**config.mk**
```make
export PLATFORM = sky130hd
export DESIGN_NAME = fft8_framer
export DESIGN_NICKNAME = d
export VERILOG_FILES = /design/src/rtl/fft8_framer.sv
export SDC_FILE = /design/constraint.sdc
export NUM_CORES = 1
export LEC_CHECK = 0
export ABC_AREA = 0
export CORE_MARGIN = 4
export CORE_UTILIZATION = 35
export CTS_CLUSTER_SIZE = 25
export DETAILED_ROUTE_END_ITERATION = 7
export SYNTH_ARGS = -nofsm -noshare
export SYNTH_HDL_FRONTEND = slang
export SYNTH_SLANG_ARGS = --single-unit
```
**constraint.sdc**
```tcl
create_clock -name clk -period 5.9 [get_ports clk]
set_clock_uncertainty 0.05 [all_clocks]
set_input_delay 1.475 -clock clk [delete_from_list [all_inputs] [get_ports clk]]
set_output_delay 1.475 -clock clk [all_outputs]
set_load 0.02 [all_outputs]
```
**src/rtl/fft8_framer.sv**
```systemverilog
`default_nettype none
// ============================================================================
// Module   : fft8_framer
// Purpose  : Assembles a stream of unsigned samples into 8-sample frames for
//            the 8-point FFT core. Completed frames are presented in parallel
//            on o_x0..o_x7 (o_x0 oldest) and held until the next transfer.
//            A result-valid strobe follows each frame strobe by FFT_LAT
//            cycles so capture logic knows when the FFT outputs are new.
// Ports    : clk, rst          - clock, asynchronous active-high reset
//            i_s_data/valid/sof - sample stream with start-of-frame marker
//            o_s_ready         - sample can be accepted this cycle
//            i_hold            - defers transfer of a completed frame
//            o_x0..o_x7        - parallel frame to the FFT core
//            o_frame_strobe    - first cycle a new frame is on o_x*
//            o_result_valid    - first cycle FFT outputs reflect new frame
//            o_drop_cnt        - saturating count of discarded partial frames
// Revision : 1.0 - initial release
// ============================================================================
module fft8_framer #(
  parameter int DATA_W  = 8,
  parameter int FFT_LAT = 3
) (
  input  logic              clk,
  input  logic              rst,
  input  logic [DATA_W-1:0] i_s_data,
  input  logic              i_s_valid,
  input  logic              i_s_sof,
  output logic              o_s_ready,
  input  logic              i_hold,
  output logic [DATA_W-1:0] o_x0,
  output logic [DATA_W-1:0] o_x1,
  output logic [DATA_W-1:0] o_x2,
  output logic [DATA_W-1:0] o_x3,
  output logic [DATA_W-1:0] o_x4,
  output logic [DATA_W-1:0] o_x5,
  output logic [DATA_W-1:0] o_x6,
  output logic [DATA_W-1:0] o_x7,
  output logic              o_frame_strobe,
  output logic              o_result_valid,
  output logic [7:0]        o_drop_cnt
);

  typedef enum logic [0:0] {
    ST_FILL    = 1'b0,
    ST_PENDING = 1'b1
  } state_t;

  state_t            r_state;
  logic [2:0]        r_idx;
  logic [DATA_W-1:0] r_buf [0:7];
  logic [DATA_W-1:0] r_x   [0:7];
  logic              r_strobe;
  logic [FFT_LAT-1:0] r_dly;
  logic [7:0]        r_drop;
  logic              w_accept;

  // Ready is a pure decode of the state register: FILL never stalls.
  assign o_s_ready = (r_state == ST_FILL);
  assign w_accept  = i_s_valid && o_s_ready;

  always_ff @(posedge clk or posedge rst) begin
    if (rst) begin
      r_state  <= ST_FILL;
      r_idx    <= 3'd0;
      r_strobe <= 1'b0;
      r_dly    <= '0;
      r_drop   <= 8'd0;
      for (int i = 0; i < 8; i++) begin
        r_buf[i] <= '0;
        r_x[i]   <= '0;
      end
    end else begin
      r_strobe <= 1'b0;

      // Strobe delay line modelling the FFT core pipeline.
      r_dly[0] <= r_strobe;
      for (int i = 1; i < FFT_LAT; i++) begin
        r_dly[i] <= r_dly[i-1];
      end

      case (r_state)
        ST_FILL: begin
          if (w_accept) begin
            if (i_s_sof) begin
              // Resync: this sample starts a new frame; any partial
              // frame (including 7 buffered samples) is discarded.
              r_buf[0] <= i_s_data;
              r_idx    <= 3'd1;
              if (r_idx != 3'd0 && r_drop != 8'hFF) begin
                r_drop <= r_drop + 8'd1;
              end
            end else if (r_idx == 3'd7) begin
              r_idx <= 3'd0;
              if (!i_hold) begin
                // Bypass slot 7 so the frame lands on the same edge.
                for (int i = 0; i < 7; i++) begin
                  r_x[i] <= r_buf[i];
                end
                r_x[7]   <= i_s_data;
                r_strobe <= 1'b1;
              end else begin
                r_buf[7] <= i_s_data;
                r_state  <= ST_PENDING;
              end
            end else begin
              r_buf[r_idx] <= i_s_data;
              r_idx        <= r_idx + 3'd1;
            end
          end
        end
        ST_PENDING: begin
          if (!i_hold) begin
            for (int i = 0; i < 8; i++) begin
              r_x[i] <= r_buf[i];
            end
            r_strobe <= 1'b1;
            r_state  <= ST_FILL;
          end
        end
        default: r_state <= ST_FILL;
      endcase
    end
  end

  assign o_x0           = r_x[0];
  assign o_x1           = r_x[1];
  assign o_x2           = r_x[2];
  assign o_x3           = r_x[3];
  assign o_x4           = r_x[4];
  assign o_x5           = r_x[5];
  assign o_x6           = r_x[6];
  assign o_x7           = r_x[7];
  assign o_frame_strobe = r_strobe;
  assign o_result_valid = r_dly[FFT_LAT-1];
  assign o_drop_cnt     = r_drop;

endmodule
`default_nettype wire

```
==> impl_metrics.env <==
export IMPL_via_per_inst=4.814
export IMPL_fin_setup_tns_ns=0
export IMPL_synth_seq_cells=144
export IMPL_final_nets=503
export IMPL_routed_wl_mm=12.54
export IMPL_track_usage_pct=14.44
export IMPL_fin_crit_sh_pct=58.77
export IMPL_yosysTopAreaCell="dfrtp_1"
export IMPL_die_y_um=135.6
export IMPL_num_io_pins=88
export IMPL_grt_antenna_before_repair=0
export IMPL_h_tree_depth=4
export IMPL_p_leak_nw=3.335
export IMPL_place_area_um2=6775
export IMPL_max_cap_violations=0
export IMPL_synth_area_leaders="dfrtp_1 (63%), mux2_2 (20%), nand2_1 (1.6%)"
export IMPL_synth_top_area_share_pct=63.24
export IMPL_post_cts_buffers=0
export IMPL_diodes=0
export IMPL_grt_pass1_wl_mm=20.04
export IMPL_fillCellCount=1451
export IMPL_numPortBuffers=87
export IMPL_slew_headroom_pct=31.96
export IMPL_multiInputGateArea_um2=1968
export IMPL_peakVddDrop_uv=209.2
export IMPL_synthSimpleGateAreaFrac_pct=6.126
export IMPL_finish_instance_area_um2=7402
export IMPL_drive_gt1_share_pct=28.71
export IMPL_cp_start_kind="flip-flop"
export IMPL_root_buffer="clkbuf_16"
export IMPL_drc=0
export IMPL_ant_nets=0
export IMPL_grt_pass1_vias=3676
export IMPL_fmax_ghz=0.2884
export IMPL_slew_viol_final=0
export IMPL_place_congestion=0.7917
export IMPL_rows=46
export IMPL_coreArea_um2=15940
export IMPL_wl_per_cell_um=17.56
export IMPL_tightest_slew_ns=1.021
export IMPL_synth_compound_area_share_pct=4.062
export IMPL_outcome="finished, final reports clean"
export IMPL_numCtsBuffers=17
export IMPL_hold_viol=0
export IMPL_synth_warnings=0
export IMPL_die_w_um=135.6
export IMPL_hpwlAfterDp_mm=8.144
export IMPL_syn_num_nets=415
export IMPL_setup_viol=0
export IMPL_tritoncts="yes"
export IMPL_worstSetupPathType="reg2out"
export IMPL_synth_edf_count=0
export IMPL_clk_pin_slew_ns=0.05
export IMPL_clkSinkCount=144
export IMPL_clockBufferDepth=2
export IMPL_finalNonFillerCells=714
export IMPL_cp_data_arrival_time_ns=1.94
export IMPL_dpl_cell_count=682
export IMPL_synth_xor_area_share_pct=0.7686
export IMPL_p_per_area_nw_per_um2=438.7
export IMPL_synth_top_family_by_area="multiplexers"
export IMPL_synthCells=397
export IMPL_cts_resized=0
export IMPL_async_flop_share_pct=100.0
export IMPL_end_kind="output pin"
export IMPL_synth_area_per_cell_um2=14.35
export IMPL_path_max_fanout=13
export IMPL_clock_latency_ns=0.42
export IMPL_area_growth_pct=29.91
export IMPL_via_count=3437
export IMPL_rsz0062_at_grt="false"
export IMPL_synth_main_ff_cell="dfrtp_1"
export IMPL_grt_max_degree=114
export IMPL_synth_mux_area_share_pct=22.35
export IMPL_first_iter_violations=101
export IMPL_ys_types=39
export IMPL_hold_class="reg2reg"
export IMPL_drt_pass1_iterations=4
export IMPL_hold_buffers=0
export IMPL_dieArea_um2=18380
export IMPL_seq_area_frac_synth_pct=63.24
export IMPL_seqCellArea_um2=3603
export IMPL_finalCriticalPeriod_ns=3.468
export IMPL_start_util_pct=35.74
export IMPL_synthesis_area_um2=5698
export IMPL_synthAdderAreaFrac_pct=1.098
export IMPL_grt_overflow_total=0
export IMPL_crit_required_ns=4.38
[stage by stage]
stage                     hold slack, ns  util, %  setup WS (ns)  total power (W)
final                             0.3050    46.43          2.432         0.003247
after global routing              0.3247    46.43          2.360         0.003406
after CTS                         0.3099    46.43          2.408         0.003290
after detailed placement          0.2903    42.50          2.101         0.002157
after global placement            0.2934    42.50          2.125         0.002128
after floorplan                   0.2812        -         0.5087         0.001824
[synthesized netlist by cell type, drive strengths merged, types with 2 or more instances]
master and instances:
nor3 5, mux2i 8, nand2b 2, xnor2 2
mux2 106, buf 19, dfrtp 144, nand3b 2
nor2 14, a21oi 12, inv 8, nand3 5
nand2 24, xor2 3, nor4 2, nand4 3
ha 5, o21ai 12, a22o 9, a31oi 2
[final timing paths]
check	slack, ns	to	cells past startpoint	start
setup / recovery	2.43	o_s_ready	2	r_state$_DFF_PP0_
setup reg to reg	3.24	o_x0[1]$_DFFE_PP0P_	6	r_idx[1]$_DFFE_PP0N_
hold / removal	0.30	r_dly[1]$_DFF_PP0_	0	r_dly[0]$_DFF_PP0_
hold reg to reg	0.30	r_dly[1]$_DFF_PP0_	0	r_dly[0]$_DFF_PP0_
min in group asynchronous	1.61	o_drop_cnt[3]$_DFFE_PP0P_	2	rst
max in group asynchronous	3.20	o_x4[0]$_DFFE_PP0P_	3	rst
[worst max-delay path, stage by stage, from the launching register on]
cell	delay (ns)
dfrtp_1	0.73
inv_1	0.21
clkdlybuf4s50_1	0.59
[report_power, final]
group / internal (W) / switching [W]
clock: 0.000719 / 0.000396
sequential: 0.00125 / 0.000167
combinational: 0.000387 / 0.000332
[sequential cells by signal, summed over array words and instances (netlist names)]
register / count
o_drop_cnt: 8
o_frame_strobe: 1
o_x0: 8
o_x1: 8
o_x2: 8
o_x3: 8
o_x4: 8
o_x5: 8
o_x6: 8
o_x7: 8
r_buf: 64
r_dly: 3
r_idx: 3
r_state: 1
[cells in the final DEF, fill, tap and decap left out, drive strengths merged, types with 2 or more instances in the layout]
cell type	Yosys	final
mux2	106	106
xor2	3	3
clkdlybuf4s50	0	87
buf	19	2
a22o	9	9
clkinvlp	0	2
o21ai	12	12
a21oi	12	12
nand2	24	24
nor2	14	14
clkbuf	1	23
nand2b	2	2
nand3	5	5
nor3	5	5
clkinv	0	4
nand3b	2	2
ha	5	5
bufinv	0	3
nand4	3	3
nor4	2	2
dfrtp	144	144
a31oi	2	2
xnor2	2	2
mux2i	8	8
inv	8	8
[cell type report]
class | count | area share [%]
Sequential cell | 144 | 48.68
Multi-Input combinational cell | 225 | 26.59
Timing Repair Buffer | 89 | 12.14
Clock inverter | 9 | 1.741
Clock buffer | 23 | 6.728
Inverter | 8 | 0.4733
Tap cell | 216 | 3.651
[kinds of logic after synthesis]
family / after synthesis
flops: 144
mux: 114
simple gates: 64
compound gates: 37
buf+inv: 28
xor+xnor: 5
fa+ha+maj: 5
[metal layers]
layer / global-route usage [%] / share of wire (%) / vias to the layer above
li1: - / - / 1574
met1: 18.85 / 46 / 1763
met2: 22.65 / 47 / 86
met3: 4.829 / 4.6 / 14
met4: 4.983 / 1.6 / 0
met5: 0 / 0 / -
(Power assumes the default switching activity.)
